File: config.mk
export PLATFORM = sky130hd
export DESIGN_NAME = riscboy_ppu_bus_arbiter
export DESIGN_NICKNAME = d
export VERILOG_FILES = /design/src/rtl/riscboy_ppu_bus_arbiter.sv
export SDC_FILE = /design/constraint.sdc
export NUM_CORES = 1
export LEC_CHECK = 0
export BUFFER_PORTS_ARGS = -buffer_cell sky130_fd_sc_hd__buf_4
export CAP_MARGIN = 20
export CORE_MARGIN = 2
export CORE_UTILIZATION = 30
export DETAILED_ROUTE_END_ITERATION = 16
export GPL_ROUTABILITY_DRIVEN = 0
export PLACE_DENSITY_LB_ADDON = 0.12
export SYNTH_ARGS = -nofsm -noshare
export SYNTH_HDL_FRONTEND = slang
export SYNTH_SLANG_ARGS = --single-unit
File: constraint.sdc
create_clock -name clk -period 1.7 [get_ports clk]
set_input_delay 0.085 -clock clk [delete_from_list [all_inputs] [get_ports clk]]
set_output_delay 0.085 -clock clk [all_outputs]
set_load 0.005 [all_outputs]
File: src/rtl/riscboy_ppu_bus_arbiter.sv
// riscboy_ppu_bus_arbiter
// Round-robin arbiter that shares the single PPU memory read port between
// N_REQ fetch engines. The winning request is registered onto the memory
// port. The response is routed back to the granted requester only. The next
// grant is issued in the completion cycle, so back-to-back transfers have no
// bubble between them.
//
// Ports
//   clk, rst_n  clock, asynchronous active-low reset
//   req_vld     per-requester request valid                  [N_REQ]
//   req_addr    per-requester address, k at [k*W_ADDR +: W_ADDR]
//   req_size    per-requester size (0 byte/1 half/2 word), k at [2k +: 2]
//   req_rdy     one-hot completion pulse to the granted requester
//   req_data    read data broadcast to all requesters (valid with req_rdy)
//   mem_vld     memory request valid
//   mem_addr    memory address (held for the whole transfer)
//   mem_size    memory transfer size (forwarded unchanged)
//   mem_rdy     memory completion pulse, mem_data valid this cycle
//   mem_data    memory read data
module riscboy_ppu_bus_arbiter #(
  parameter int unsigned N_REQ  = 2,
  parameter int unsigned W_ADDR = 32,
  parameter int unsigned W_DATA = 32
) (
  input  logic                    clk,
  input  logic                    rst_n,
  input  logic [N_REQ-1:0]        req_vld,
  input  logic [N_REQ*W_ADDR-1:0] req_addr,
  input  logic [N_REQ*2-1:0]      req_size,
  output logic [N_REQ-1:0]        req_rdy,
  output logic [W_DATA-1:0]       req_data,
  output logic                    mem_vld,
  output logic [W_ADDR-1:0]       mem_addr,
  output logic [1:0]              mem_size,
  input  logic                    mem_rdy,
  input  logic [W_DATA-1:0]       mem_data
);

  localparam int unsigned W_IDX = (N_REQ > 1) ? $clog2(N_REQ) : 1;

  typedef enum logic {
    IDLE = 1'b0,
    BUSY = 1'b1
  } state_t;

  state_t             state;
  state_t             state_nxt;
  logic [W_IDX-1:0]   gnt;
  logic [W_IDX-1:0]   last;
  logic [W_IDX-1:0]   win_idx;
  logic [W_IDX-1:0]   idx;
  logic               win_found;
  logic               grant_en;
  logic               complete;
  logic [N_REQ-1:0]   elig;

  // Completion cycle; the finishing requester still holds vld, so mask it out
  always_comb begin
    complete = (state == BUSY) && mem_rdy;
    elig     = req_vld;
    for (int unsigned i = 0; i < N_REQ; i++) begin
      if (complete && (gnt == W_IDX'(i))) begin
        elig[i] = 1'b0;
      end
    end
  end

  // Rotating priority search starting at last+1 (wrapping at N_REQ)
  always_comb begin
    win_found = 1'b0;
    win_idx   = '0;
    idx       = last;
    for (int unsigned i = 0; i < N_REQ; i++) begin
      idx = (idx == W_IDX'(N_REQ - 1)) ? '0 : idx + W_IDX'(1);
      if (!win_found && elig[idx]) begin
        win_found = 1'b1;
        win_idx   = idx;
      end
    end
  end

  // State register
  always_ff @(posedge clk or negedge rst_n) begin
    if (!rst_n) begin
      state <= IDLE;
    end else begin
      state <= state_nxt;
    end
  end

  // Next-state logic
  always_comb begin
    state_nxt = state;
    grant_en  = 1'b0;
    case (state)
      IDLE: begin
        if (win_found) begin
          state_nxt = BUSY;
          grant_en  = 1'b1;
        end
      end
      BUSY: begin
        if (mem_rdy) begin
          if (win_found) begin
            grant_en = 1'b1;
          end else begin
            state_nxt = IDLE;
          end
        end
      end
      default: state_nxt = IDLE;
    endcase
  end

  // Grant capture: winner index and its request fields, held until completion
  always_ff @(posedge clk or negedge rst_n) begin
    if (!rst_n) begin
      gnt      <= '0;
      last     <= W_IDX'(N_REQ - 1);
      mem_addr <= '0;
      mem_size <= '0;
    end else if (grant_en) begin
      gnt      <= win_idx;
      last     <= win_idx;
      mem_addr <= req_addr[32'(win_idx) * W_ADDR +: W_ADDR];
      mem_size <= req_size[32'(win_idx) * 2 +: 2];
    end
  end

  // Outputs: request valid from state, response routed to the granted requester
  always_comb begin
    mem_vld  = (state == BUSY);
    req_data = mem_data;
    req_rdy  = '0;
    for (int unsigned i = 0; i < N_REQ; i++) begin
      req_rdy[i] = complete && (gnt == W_IDX'(i));
    end
  end

endmodule

Word-level counts from Yosys, hierarchy flattened
Index checks and enable logic that the tools add are counted.
- bits in registers: 37
- input bits: 105
- output and inout port bits: 69
- $add $sub $neg: 2
- magnitude comparators: 2
- shift-type cells: 2
- muxes and demuxes: 17
- bitwise operators: 2
- reduce and logical (&&, ||, !) cells: 5
- operators with widths (kind ; number):
    $shiftx 64x7->32 ; 1
    $mux 1 ; 15
    $logic_and 1x1->1 ; 4
    $lt 1x2->1 const B ; 2
    $pmux 1 s2 ; 2
    $shiftx 4x3->2 ; 1
    $add 1x1->1 const B ; 2
    $not 1->1 ; 2
    $logic_not 1->1 ; 1

Logic depth before layout (Yosys ltp)
Gate-level depths: netlist of run 1.
- depth in word-level cells: 12
- mapped depth: 6
- depth with buffers taken out: 4

Worst setup path before layout of run 1
No wires, ideal clock.
- path kind: register to register
- start: register state, in the netlist mem_vld
- end: register mem_addr[10]
- arrival: 1.234 ns
- data required time: 1.559 ns
- slack: 0.325 ns
- stages on the path, launching flop included: 7
- path buffers: 2
- period minus slack after synthesis: 1.375 ns
- cells stage by stage: dfrtp_1 > and2_4 > o211a_1 > buf_6 > buf_12 > nand2_2 > a31oi_1
- cells in the longest elaborated chain, start to end: 12
- elaborated cells on any way between the ends: 20
- RTL lines (what ; line ; source):
    from (decl) ; 46 ; state_t state;
    from (signal assigned) ; 87 ; state <= state_nxt;
    parallel branches: the longest is 12 deep, another holds $shiftx 64x7->32 ; - ;
    to (signal assigned) ; 125 ; mem_addr <= req_addr[32'(win_idx) * W_ADDR +: W_ADDR];
    to (decl) ; 33 ; output logic [W_ADDR-1:0] mem_addr,
Parallel ways; which one is timed is not known. The select of a mux whose other input is x is not followed.
A chain may end at the register's enable or synchronous reset.

Final worst setup path of run 1
- start: register state, in the netlist mem_vld
- end: register mem_addr[24]
Same word-level chain as after synthesis.

==> flow_summary.json, run 1 <==
{
  "status": "finished, final reports clean",
  "synthArstFlopShare": 1.000,
  "synthTopCellsByCount": "nand2_1 (40), dfrtp_1 (36), nor2_1 (36)",
  "timing.slew.headroom": 0.6677,
  "rsz0062_at_grt": "false",
  "dp_hpwl_mm": 3.717,
  "clockBufferDepth": 2,
  "synth-warning-count": 0,
  "via_per_inst": 4.548,
  "seq_area_frac_synth": 0.4448,
  "synth-seq-cells": 37,
  "r2r_slack_ns": 0.24,
  "hp-class": "in2reg",
  "cts_resized": 0,
  "synth_top_area_frac": 0.4322,
  "arrival_ns": 1.66,
  "cp_cell_sequence": "and2_4 > o211ai_4 > buf_4 > nand2_1 > a31oi_1",
  "timing.setup.tns_ns": 0,
  "worstPathRequired_ns": 1.90,
  "cp_top_family": "flip-flops",
  "hold_depth": 3,
  "max_freq_mhz": 684.0,
  "diodes": 0,
  "dieArea_mm2": 0.007631,
  "startpoint_type": "flop",
  "syn_area_per_cell_um2": 8.758,
  "dr.first_iter.drc_count": 46,
  "die_w_um": 87.36,
  "layout-drive-gt1-share": 0.4968,
  "netlist_instances": 238,
  "worstSetupPathType": "reg2reg",
  "timing.rr.start": "mem_vld",
  "r2r_cells": 5,
  "finalSetupViolCount": 0,
  "crit_fanout": 16,
  "cp_num_cells": 5,
  "drt-total-wl_mm": 5.146,
  "rows": 30,
  "htreeDepth": 2,
  "max_slew.worst_pin.slew_ns": 0.4985,
  "period_share": 0.8600,
  "vias": 1792,
  "synthToLayoutAreaGrowth_pct": 35.11,
  "fp.coreArea_mm2": 0.006756,
  "yosys_most_used_dff": "dfrtp_1",
  "min-delay-start": "req_size[1]",
  "worst_path_max_delay_cell": "dfrtp_1",
  "synthDistinctLibCells": 22,
  "nets": 420,
  "cpPeakStageDelay_ns": 0.46,
  "grt_pass1_vias": 1767,
  "synth_edf_count": 0,
  "p_leak_nw": 1.348,
  "powerDensity_mw_per_mm2": 1317,
  "dr.pass1.iters": 5,
  "synth_largest_area_cell": "dfrtp_1",
  "overflow": 0,
  "antenna_found_initial": 0,
  "syn_area_mm2": 0.002084,
  "die_h_um": 87.36,
  "slew_viol_final": 0,
  "synth.most_common_cell": "nand2_1",
  "worst_hold_path.endpoint": "mem_size[1]",
  "synth_area_leaders": "dfrtp_1 (43%), buf_4 (12%), a31oi_1 (10%), nand2_2 (9.0%), nand2_1 (7.2%)",
  "start_util": 0.3085,
  "port_buffers": 109,
  "power.total_w": 0.003709,
  "synth_nets": 343,
  "clock-root-buffer": "clkbuf_8",
  "setup_ws_ns": 0.2380,
  "clkSinkCount": 37,
  "numCtsBuffers": 5,
  "insertion_delay_ns": 0.28,
  "drc": 0,
  "wire_per_inst_um": 13.06,
  "finalHoldViolations": 0,
  "ir_drop_uv": 397.5,
  "cts_tree": "yes",
  "reg2reg_to": "mem_addr[24]",
  "critPathBufInv": 1,
  "clock_skew_ns": 0.005533,
  "grt_max_degree": 49,
  "hold_ws_ns": 0.05134,
  "clk_pin_slew_ns": 0.07,
  "ant_nets": 0,
  "period_minus_slack_ns": 1.462,
  "cp-end-kind": "flop",
  "maxCapViolCount": 0,
  "io_pins": 174,
  "grt_usage": 0.1355,
  "pre_cts_slack_ns": 0.2133,
  "grt_first_pass_wirelength_mm": 8.093
}
==> cell usage in the layout, fill, tap and decap left out, types with 2 or more instances in the layout <==
cell type    n
clkbuf_8     5
inv_1        4
o22ai_1      2
dfrtp_1     36
buf_4      112
nor2_1      36
nand2_2     30
a31oi_1     34
buf_12       3
nand2_1     40
==> flip-flops by register name, summed over array words and instances (netlist names) <==
name and cells:
mem_addr 32, gnt 1, mem_vld 1, last 1, mem_size 2
==> logic make-up after synthesis <==
group / Yosys count / share of synthesized area
flops: 37 / 0.4448
compound gates: 40 / 0.1314
simple gates: 110 / 0.2389
mux: 1 / 0.004802
buf+inv: 50 / 0.1801
==> tightest hold or removal path, delay by kind of cell <==
kind / cells / cell delay (ns)
buf+inv: 1 / 0.11
simple gates: 1 / 0.04
compound gates: 1 / 0.07
==> per-layer routing <==
metal | routed length [µm] | GRT usage | share of wire | vias to the layer above
li1 | - | - | - | 901
met1 | 2278 | 0.1625 | 0.44 | 801
met2 | 2426 | 0.2369 | 0.47 | 82
met3 | 384 | 0.03223 | 0.075 | 8
met4 | 57 | 0.04476 | 0.011 | 0
met5 | 0 | 0 | 0 | -
==> power breakdown <==
group          switching, W  total, W  internal (W)  leakage [nW]
logic              0.000727   0.00165      0.000920         0.894
registers          0.000222   0.00149       0.00127         0.414
clock network      0.000299  0.000569      0.000270        0.0399
==> final cells by class <==
cell class,count,area (µm²)
Tap cell,80,100.1
Fill cell,702,3940
Inverter,4,15.01
Clock buffer,5,68.82
Clock inverter,1,5.005
Multi-Input combinational cell,151,789.5
Sequential cell,37,927.1
Timing Repair Buffer,116,910.9
==> worst max-delay path by stage <==
stage | start | to | slack, ns
after global placement | mem_vld | mem_addr[18] | 0.25
final | mem_vld | mem_addr[24] | 0.24
after floorplan | mem_vld | mem_addr[10] | 0.33
after CTS | mem_vld | mem_addr[17] | 0.22
after detailed placement | mem_vld | mem_addr[24] | 0.21
after global routing | mem_vld | mem_addr[16] | 0.08
==> through the flow <==
step                cells    util  area [µm²]
finish                394  0.4169        2816
global route          394  0.4169        2816
CTS                   394  0.4169        2816
detailed placement    387  0.4044        2733
global placement      387  0.4044        2733
floorplan             238       -        2085
==> repair_timing <==
item,4_1_cts,5_1_grt
hold buffers,1,0
buffers inserted,0,0
setup endpoints to repair,0,0
hold endpoints to repair,36,0
No activity file was read; power rests on OpenSTA's default activity.
==> run 2: changes to the inputs <==
--- a/config.mk
+++ b/config.mk
@@ -5,13 +5,14 @@
 export SDC_FILE = /design/constraint.sdc
 export NUM_CORES = 1
 export LEC_CHECK = 0
+export ABC_CLOCK_PERIOD_IN_PS = 1700
 export BUFFER_PORTS_ARGS = -buffer_cell sky130_fd_sc_hd__buf_4
 export CAP_MARGIN = 20
 export CORE_MARGIN = 2
 export CORE_UTILIZATION = 30
 export DETAILED_ROUTE_END_ITERATION = 16
 export GPL_ROUTABILITY_DRIVEN = 0
-export PLACE_DENSITY_LB_ADDON = 0.12
+export PLACE_DENSITY = 0.65
 export SYNTH_ARGS = -nofsm -noshare
 export SYNTH_HDL_FRONTEND = slang
 export SYNTH_SLANG_ARGS = --single-unit
==> flow_summary.json, run 2 (synthesized netlist as in run 1, its figures left out) <==
{
  "max_freq_mhz": 638.8,
  "fillers": 697,
  "timing.slew.headroom": 0.6813,
  "p_leak_nw": 1.366,
  "grt_usage": 0.1343,
  "drt-total-wl_mm": 5.070,
  "via_per_inst": 4.640,
  "grt_first_pass_wirelength_mm": 7.983,
  "rows": 30,
  "overflow": 0,
  "seq_area_um2": 927.1,
  "die_h_um": 87.36,
  "dieArea_mm2": 0.007631,
  "finalSetupViolCount": 0,
  "io_pins": 174,
  "diodes": 0,
  "r2r_slack_ns": 0.13,
  "insertion_delay_ns": 0.28,
  "ir_drop_uv": 532.0,
  "startpoint_type": "flop",
  "vias": 1842,
  "start_util": 0.3085,
  "clock_skew_ns": 0.004927,
  "max_slew.worst_pin.slew_ns": 0.4781,
  "largest_reg_flops": 32,
  "clk_pin_slew_ns": 0.07,
  "multi_input_area_um2": 789.5,
  "hold_depth": 3,
  "clock-root-buffer": "clkbuf_8",
  "finalHoldViolations": 0,
  "worstSetupPathType": "reg2reg",
  "timing.setup.tns_ns": 0,
  "nets": 421,
  "clockBufferDepth": 2,
  "grt_max_degree": 38,
  "final_cell_mix": "buf_4 (113), nand2_1 (40), nor2_1 (36), dfrtp_1 (36), a31oi_1 (34)",
  "cp_top_family": "flip-flops",
  "cp-end-kind": "flop",
  "crit_fanout": 18,
  "dp_hpwl_mm": 3.792,
  "maxCapViolCount": 0,
  "worstPathRequired_ns": 1.90,
  "numCtsBuffers": 5,
  "synthToLayoutAreaGrowth_pct": 36.79,
  "cts_tree": "yes",
  "min-delay-start": "req_addr[27]",
  "powerDensity_mw_per_mm2": 1340,
  "timing.rr.start": "mem_vld",
  "htreeDepth": 2,
  "status": "finished, final reports clean",
  "hp-class": "in2reg",
  "dr.first_iter.drc_count": 55,
  "cp_cell_sequence": "and2_4 > o211a_2 > buf_4 > nand2_2 > a31oi_1",
  "arrival_ns": 1.76,
  "reg_top3": "mem_addr x32, mem_size x2",
  "antenna_found_initial": 0,
  "layout-drive-gt1-share": 0.5016,
  "hold_ws_ns": 0.05141,
  "period_share": 0.9209,
  "fp.coreArea_mm2": 0.006756,
  "dr.pass1.iters": 6,
  "port_buffers": 109,
  "regMostFlops": "mem_addr",
  "r2r_cells": 5,
  "grt_pass1_vias": 1720,
  "drc": 0,
  "worst_path_max_delay_cell": "dfrtp_1",
  "die_w_um": 87.36,
  "period_minus_slack_ns": 1.566,
  "cpPeakStageDelay_ns": 0.49,
  "clkSinkCount": 37,
  "worst_hold_path.endpoint": "mem_addr[27]",
  "ant_nets": 0,
  "rsz0062_at_grt": "false",
  "wire_per_inst_um": 12.77,
  "reg2reg_to": "mem_size[1]",
  "final_common_cell": "buf_4",
  "critPathBufInv": 1,
  "slew_viol_final": 0
}
==> run 2: repair_timing <==
| action | 4_1_cts | 5_1_grt |
|---|---|---|
| endpoints found under the setup margin | 0 | 0 |
| buffers inserted | 0 | 0 |
| hold endpoints to repair | 36 | 0 |
| hold buffers | 1 | 0 |
| gates resized for setup | 0 | 0 |
==> run 2: cell type report <==
class,instances,share of cell area
clock buffers,7,0.03379
clock inverters,1,0.001755
inverters,4,0.005265
multi-input cells,151,0.2769
flip-flops and latches,37,0.3251
well taps,80,0.03510
repair buffers,117,0.3221
==> run 2: metal layers <==
layer,routed length [µm],track usage,vias to the layer above
li1,-,-,902
met3,487,0.04265,20
met5,0,0,-
met1,2062,0.1629,821
met4,126,0.06573,0
met2,2394,0.2142,99
==> run 2: through the flow <==
step           total power, W  setup WS, ns  utilization  instance area, µm²  instances
5_1_grt              0.004144       0.02233       0.4220                2851        397
2_1_floorplan        0.002349        0.3251            -                2085        238
4_1_cts              0.003902        0.1363       0.4220                2851        397
6_report             0.003821        0.1345       0.4220                2851        397
3_3_place_gp         0.003175        0.2157       0.4056                2740        388
3_5_place_dp         0.003211        0.1537       0.4056                2740        388
==> run 2: power by group <==
part	total (W)	switching, W	internal, W
clock network	0.000665	0.000298	0.000366
registers	0.00150	0.000229	0.00127
logic	0.00166	0.000726	0.000929
total	0.00382	0.00125	0.00257
==> run 2: worst max path at each step <==
stage	from	to	slack, ns	cells after the start
floorplan	mem_vld	mem_addr[10]	0.33	6
global placement	mem_vld	mem_addr[28]	0.22	5
detailed placement	mem_vld	mem_size[1]	0.15	5
CTS	mem_vld	mem_size[1]	0.14	5
global route	mem_vld	mem_size[1]	0.02	5
finish	mem_vld	mem_size[1]	0.13	5
==> run 2: worst register-to-register path, cell delays in order, from the launching register on <==
cell,delay (ns)
dfrtp_1,0.49
and2_4,0.22
o211a_2,0.22
buf_4,0.29
nand2_2,0.08
a31oi_1,0.18
